--- src/rtl/axi_read_arbiter_pkg.sv ---
// Shared AXI read-arbiter types and fixed AR attribute encodings.
package axi_pkg;

    localparam logic [2:0] AXI_SIZE_8B       = 3'h3;
    localparam logic [1:0] AXI_BURST_WRAP    = 2'h2;
    localparam logic [2:0] AXI_PROT_DEFAULT  = 3'h6;
    localparam logic [3:0] AXI_CACHE_DEFAULT = 4'h0;
    localparam logic       AXI_LOCK_NORMAL   = 1'b0;

    typedef enum logic [1:0] {
        ARB_IDLE = 2'd0,
        ARB_ADDR = 2'd1,
        ARB_DATA = 2'd2
    } arb_state_t;

    typedef enum logic {
        PORT_IF  = 1'b0,
        PORT_MEM = 1'b1
    } arb_port_t;

    function automatic arb_port_t other_port(input arb_port_t p);
        return (p == PORT_IF) ? PORT_MEM : PORT_IF;
    endfunction

endpackage

--- src/rtl/axi_read_arbiter_pick2.sv ---
// Two-way winner select. ARB_ROUND_ROBIN_EN: ties go to the port that did not win last;
// otherwise ties go to MEM (port 1).
module arb_pick2
    import axi_pkg::*;
(
    input  logic [1:0] req_valid_i,
`ifdef ARB_ROUND_ROBIN_EN
    input  arb_port_t  last_grant_i,
`endif
    output logic       grant_valid_o,
    output arb_port_t  winner_o
);

    // Winner decode; a lone requester always wins regardless of mode
    always_comb begin
        grant_valid_o = |req_valid_i;
        winner_o      = PORT_IF;
        case (req_valid_i)
            2'b01:   winner_o = PORT_IF;
            2'b10:   winner_o = PORT_MEM;
`ifdef ARB_ROUND_ROBIN_EN
            2'b11:   winner_o = other_port(last_grant_i);
`else
            2'b11:   winner_o = PORT_MEM;
`endif
            default: winner_o = PORT_IF;
        endcase
    end

endmodule

--- src/rtl/axi_read_arbiter.sv ---
// Shares one AXI4 read channel between instruction fetch (port 0) and data load (port 1),
// one burst outstanding. Define ARB_ROUND_ROBIN_EN for round-robin tie breaking.
module axi_read_arbiter
    import axi_pkg::*;
#(
    parameter int ID_WIDTH   = 13,
    parameter int ADDR_WIDTH = 64,
    parameter int DATA_WIDTH = 64,
    parameter int BURST_LEN  = 8
) (
    input  logic                    clk,
    input  logic                    reset,
    input  logic [1:0]              req_valid,
    input  logic [2*ADDR_WIDTH-1:0] req_addr,
    output logic [1:0]              req_ready,
    output logic [1:0]              rsp_valid,
    output logic [DATA_WIDTH-1:0]   rsp_data,
    output logic                    rsp_last,
    output logic                    rsp_err,
    output logic                    len_err,
    output logic [ID_WIDTH-1:0]     m_axi_arid,
    output logic [ADDR_WIDTH-1:0]   m_axi_araddr,
    output logic [7:0]              m_axi_arlen,
    output logic [2:0]              m_axi_arsize,
    output logic [1:0]              m_axi_arburst,
    output logic                    m_axi_arlock,
    output logic [3:0]              m_axi_arcache,
    output logic [2:0]              m_axi_arprot,
    output logic                    m_axi_arvalid,
    input  logic                    m_axi_arready,
    input  logic [ID_WIDTH-1:0]     m_axi_rid,
    input  logic [DATA_WIDTH-1:0]   m_axi_rdata,
    input  logic [1:0]              m_axi_rresp,
    input  logic                    m_axi_rlast,
    input  logic                    m_axi_rvalid,
    output logic                    m_axi_rready
);

    localparam logic [7:0] LAST_BEAT = 8'(BURST_LEN - 1);

    arb_state_t              state_q;
    arb_port_t               owner_q;
    logic                    arvalid_q;
    logic                    rready_q;
    logic [1:0]              req_ready_q;
    logic                    len_err_q;
    logic                    len_err_d;
    logic [7:0]              beat_cnt_q;
    logic [ADDR_WIDTH-1:0]   araddr_q;
    logic [ID_WIDTH-1:0]     arid_q;
    logic                    pick_valid_s;
    arb_port_t               pick_port_s;
    logic                    beat_fire_s;
`ifdef ARB_ROUND_ROBIN_EN
    arb_port_t               last_grant_q;
`endif

    arb_pick2 u_pick (
        .req_valid_i   (req_valid),
`ifdef ARB_ROUND_ROBIN_EN
        .last_grant_i  (last_grant_q),
`endif
        .grant_valid_o (pick_valid_s),
        .winner_o      (pick_port_s)
    );

    assign beat_fire_s = (state_q == ARB_DATA) && m_axi_rvalid;

    // Length/ID checking: a wrong rid, an early rlast, or a beat past the last index without rlast
    always_comb begin
        len_err_d = len_err_q;
        if (beat_fire_s) begin
            if (m_axi_rid != arid_q) begin
                len_err_d = 1'b1;
            end else if (m_axi_rlast) begin
                len_err_d = len_err_q | (beat_cnt_q != LAST_BEAT);
            end else begin
                len_err_d = len_err_q | (beat_cnt_q >= LAST_BEAT);
            end
        end else begin
            len_err_d = len_err_q;
        end
    end

    // Arbitration FSM with registered AR/R handshake and grant outputs
    always_ff @(posedge clk or posedge reset) begin
        if (reset) begin
            state_q      <= ARB_IDLE;
            owner_q      <= PORT_IF;
            arvalid_q    <= 1'b0;
            rready_q     <= 1'b0;
            req_ready_q  <= 2'b00;
            len_err_q    <= 1'b0;
            beat_cnt_q   <= 8'd0;
            araddr_q     <= {ADDR_WIDTH{1'b0}};
            arid_q       <= {ID_WIDTH{1'b0}};
`ifdef ARB_ROUND_ROBIN_EN
            last_grant_q <= PORT_MEM;
`endif
        end else begin
            req_ready_q <= 2'b00;
            len_err_q   <= len_err_d;
            case (state_q)
                ARB_IDLE: begin
                    if (pick_valid_s) begin
                        owner_q   <= pick_port_s;
                        araddr_q  <= (pick_port_s == PORT_MEM) ? req_addr[2*ADDR_WIDTH-1:ADDR_WIDTH]
                                                               : req_addr[ADDR_WIDTH-1:0];
                        arid_q    <= {{(ID_WIDTH-1){1'b0}}, pick_port_s};
                        arvalid_q <= 1'b1;
                        req_ready_q <= (pick_port_s == PORT_MEM) ? 2'b10 : 2'b01;
                        state_q   <= ARB_ADDR;
`ifdef ARB_ROUND_ROBIN_EN
                        last_grant_q <= pick_port_s;
`endif
                    end
                end
                ARB_ADDR: begin
                    if (arvalid_q && m_axi_arready) begin
                        arvalid_q  <= 1'b0;
                        rready_q   <= 1'b1;
                        beat_cnt_q <= 8'd0;
                        state_q    <= ARB_DATA;
                    end
                end
                ARB_DATA: begin
                    if (m_axi_rvalid) begin
                        // Saturate so an overlong burst cannot wrap back to a "good" count
                        if (beat_cnt_q != 8'hFF) begin
                            beat_cnt_q <= beat_cnt_q + 8'd1;
                        end
                        if (m_axi_rlast) begin
                            rready_q <= 1'b0;
                            state_q  <= ARB_IDLE;
                        end
                    end
                end
                default: begin
                    state_q   <= ARB_IDLE;
                    arvalid_q <= 1'b0;
                    rready_q  <= 1'b0;
                end
            endcase
        end
    end

    // Response routing: only the burst owner sees beats, and only while in DATA
    always_comb begin
        rsp_valid = 2'b00;
        rsp_last  = 1'b0;
        rsp_err   = 1'b0;
        if (state_q == ARB_DATA) begin
            if (owner_q == PORT_MEM) begin
                rsp_valid = {m_axi_rvalid, 1'b0};
            end else begin
                rsp_valid = {1'b0, m_axi_rvalid};
            end
            rsp_last = m_axi_rlast;
            rsp_err  = (m_axi_rresp != 2'b00);
        end else begin
            rsp_valid = 2'b00;
            rsp_last  = 1'b0;
            rsp_err   = 1'b0;
        end
    end

    assign rsp_data      = m_axi_rdata;
    assign req_ready     = req_ready_q;
    assign len_err       = len_err_q;
    assign m_axi_arid    = arid_q;
    assign m_axi_araddr  = araddr_q;
    assign m_axi_arlen   = LAST_BEAT;
    assign m_axi_arsize  = AXI_SIZE_8B;
    assign m_axi_arburst = AXI_BURST_WRAP;
    assign m_axi_arlock  = AXI_LOCK_NORMAL;
    assign m_axi_arcache = AXI_CACHE_DEFAULT;
    assign m_axi_arprot  = AXI_PROT_DEFAULT;
    assign m_axi_arvalid = arvalid_q;
    assign m_axi_rready  = rready_q;

endmodule

--- config.mk ---
export PLATFORM = sky130hd
export DESIGN_NAME = axi_read_arbiter
export DESIGN_NICKNAME = d
export VERILOG_FILES = /design/src/rtl/axi_read_arbiter_pkg.sv /design/src/rtl/axi_read_arbiter_pick2.sv /design/src/rtl/axi_read_arbiter.sv
export SDC_FILE = /design/constraint.sdc
export NUM_CORES = 1
export LEC_CHECK = 0
export ABC_AREA = 1
export ABC_CLOCK_PERIOD_IN_PS = 6390
export BUFFER_PORTS_ARGS = -buffer_cell sky130_fd_sc_hd__buf_2
export CORE_AREA = 2 2 148 150
export DETAILED_ROUTE_END_ITERATION = 16
export DIE_AREA = 0 0 150 152
export SETUP_SLACK_MARGIN = 0.02
export SYNTH_ARGS = -nofsm -noshare
export SYNTH_HDL_FRONTEND = slang
export SYNTH_SLANG_ARGS = --single-unit
--- constraint.sdc ---
create_clock -name clk -period 6.39 [get_ports clk]
set_input_delay 0.3195 -clock clk [delete_from_list [all_inputs] [get_ports clk]]
set_output_delay 0.3195 -clock clk [all_outputs]
set_load 0.005 [all_outputs]
==> impl_metrics.env <==
export IMPL_cts_max_path_buffers=2
export IMPL_post_cts_setup_buffer_count=0
export IMPL_whs_ps=225
export IMPL_multiInputGateArea_sq_mm=0.00175
export IMPL_fin_skew_ps=12.7
export IMPL_synth_top_area_frac=0.435
export IMPL_dpl_cell_area_sq_mm=0.00534
export IMPL_nets=961
export IMPL_rsz0062_at_grt="no"
export IMPL_cpPeakStageDelay_ps=620
export IMPL_path_common_cell="buf_4"
export IMPL_dieWidth_um=150
export IMPL_power_density_mw_per_mm2=405
export IMPL_first_iter_violations=207
export IMPL_place_congestion=0.779
export IMPL_grt_pass1_vias=3805
export IMPL_place_hpwl_um=10400
export IMPL_fp_row_count=54
export IMPL_hold_violations=0
export IMPL_vias=4255
export IMPL_routed_via_density=4.13
export IMPL_path_class="in -> reg"
export IMPL_grt_pass1_wl_um=20900
export IMPL_outcome="finished clean"
export IMPL_setup_viol=0
export IMPL_hp_class="in -> reg"
export IMPL_clock_sinks=80
export IMPL_worstPathRequired_ps=6650
export IMPL_area_delta_synth_final_pct=23.2
export IMPL_yosys_area_top_type="dfrtp_1"
export IMPL_wl_per_cell_um=13.3
export IMPL_grt_overflow=0
export IMPL_seqCellArea_sq_mm=0.00200
export IMPL_timing_final_crit_share=0.398
export IMPL_critical_path_slowest_cell="buf_4"
export IMPL_ys_warn_count=0
export IMPL_cp_start_kind="input pin"
export IMPL_slew_headroom=0.500
export IMPL_crit_fanout=66
export IMPL_die_area_sq_mm=0.0228
export IMPL_finalCriticalPeriod_ps=2540
export IMPL_endpoint_kind="register"
export IMPL_ir_worst_vdd_v=0.000118
export IMPL_cts_buffers=9
export IMPL_firstDrtPassIters=4
export IMPL_yosys_top_cells_area="dfrtp_1 43%, buf_4 16%, nand2_1 15%"
export IMPL_ys_types=25
export IMPL_cp_top_family="buffers and inverters"
export IMPL_syn_area_sq_mm=0.00461
export IMPL_antenna_found_initial=0
export IMPL_cap_violations=0
export IMPL_io_buffers=223
export IMPL_track_usage=0.119
export IMPL_arrival_ps=2800
export IMPL_insertedDiodeCount=0
export IMPL_postRouteAntennaNets=0
export IMPL_cts_root_buf="clkbuf_16"
export IMPL_worstSkewPairLatency_ps=340
export IMPL_worstPathCellList="buf_2 -> buf_4 -> nor2_1 -> nor2_4 -> buf_4 -> buf_4 -> nor2_1 -> a31oi_1"
export IMPL_coreArea_sq_mm=0.0214
export IMPL_die_h_um=152
export IMPL_drive_gt1_frac=0.336
export IMPL_tritoncts="built"
export IMPL_ctsResizeCount=0
export IMPL_start_util=0.216
export IMPL_final_cell_area_sq_mm=0.00567
export IMPL_p_leak_nw=2.85
export IMPL_htreeDepth=3
export IMPL_critPathBufInv=4
export IMPL_maxSlewViolCount=0
export IMPL_tightest_slew_ps=750
export IMPL_num_fill_cells=2430
export IMPL_ys_ff_latch=80
export IMPL_clkTransAtPathRegs_ps=70
export IMPL_fmax_mhz=394
export IMPL_grt_max_degree=67
export IMPL_syn_avg_cell_area_sq_um=7.65
export IMPL_final_util=0.266
export IMPL_fin_tns_setup_ps=0
export IMPL_num_io_pins=385
export IMPL_yosysSeqAreaShare=0.435
export IMPL_netlist_instances=602
export IMPL_drt_wl_total_um=13700
export IMPL_drt_drc_violations_left=0
-- stage by stage --
step | setup slack (ps) | power, mW | std cells
4_1_cts | 3840 | 2.35 | 1031
3_3_place_gp | 3530 | 1.73 | 1014
6_report | 3850 | 2.30 | 1031
3_5_place_dp | 3450 | 1.76 | 1014
2_1_floorplan | 4020 | 1.43 | 633
5_1_grt | 3640 | 2.49 | 1031
-- worst paths after layout --
path / endpoint / slack, ps / depth (start not counted) / from
max in group asynchronous: m_axi_arvalid / 4750 / 4 / reset
hold reg to reg: len_err / 460 / 2 / len_err
min in group asynchronous: m_axi_araddr[16] / 550 / 3 / reset
hold / removal: req_ready[0] / 230 / 3 / req_valid[0]
setup reg to reg: m_axi_araddr[1] / 4170 / 7 / state_q[0]
setup / recovery: m_axi_araddr[1] / 3850 / 8 / req_valid[1]
-- state kept, by name, summed over array words and instances (netlist names) --
name,cells
beat_cnt_q,8
len_err,1
m_axi_araddr,64
m_axi_arid,1
m_axi_arvalid,1
m_axi_rready,1
req_ready,2
state_q,2
-- cells in the mapped netlist (all sizes together) --
library cell,n
a31oi,64
nand4,3
nor3b,1
nand3b,1
nand3,9
buf,116
ha,1
conb,2
o21bai,1
dfrtp,80
xor2,1
o22ai,1
nand2,188
nor2,98
a21oi,1
clkbuf,11
o21ai,4
inv,20
-- repair_timing --
action,4_1_cts,5_1_grt
hold buffers,1,0
hold endpoints to repair,2,0
setup endpoints to repair,0,0
-- worst min-delay path, delay by kind of cell --
kind	cells	cell delay [ps]
simple gates	2	100
buf+inv	1	110
-- layer usage --
metal | up-vias | wire length (um) | track usage
met5 | - | 0 | 0
met1 | 1958 | 5370 | 0.132
li1 | 2077 | - | -
met3 | 15 | 1260 | 0.0450
met4 | 0 | 155 | 0.0341
met2 | 205 | 6940 | 0.209
-- cells in the final DEF, fill, tap and decap left out, types with 3 or more instances in the layout --
cell type,instances
a31oi_1,64
buf_2,223
buf_4,5
clkbuf_16,9
conb_1,33
dfrtp_1,80
inv_1,17
nand2_1,186
nand3_1,9
nand4_1,3
nor2_1,95
o21ai_0,3
-- power by group --
part	switching (mW)	internal (mW)	total, mW
combinational	0.496	0.364	0.859
clock	0.228	0.347	0.575
sequential	0.126	0.736	0.862
total	0.849	1.45	2.30
-- area by class of cell --
cell class / count / share of cell area
Sequential cell: 80 / 0.353
Multi-Input combinational cell: 406 / 0.309
Timing Repair Buffer: 229 / 0.205
Tap cell: 280 / 0.0618
Clock buffer: 9 / 0.0397
Clock inverter: 7 / 0.0179
Inverter: 20 / 0.0135
-- cell families after synthesis --
group,share of synthesized area
fa+ha+maj,0.00272
xor+xnor,0.00190
simple gates,0.253
compound gates,0.0954
buf+inv,0.211
other cells,0.00163
flops,0.435
(Power assumes the default switching activity.)
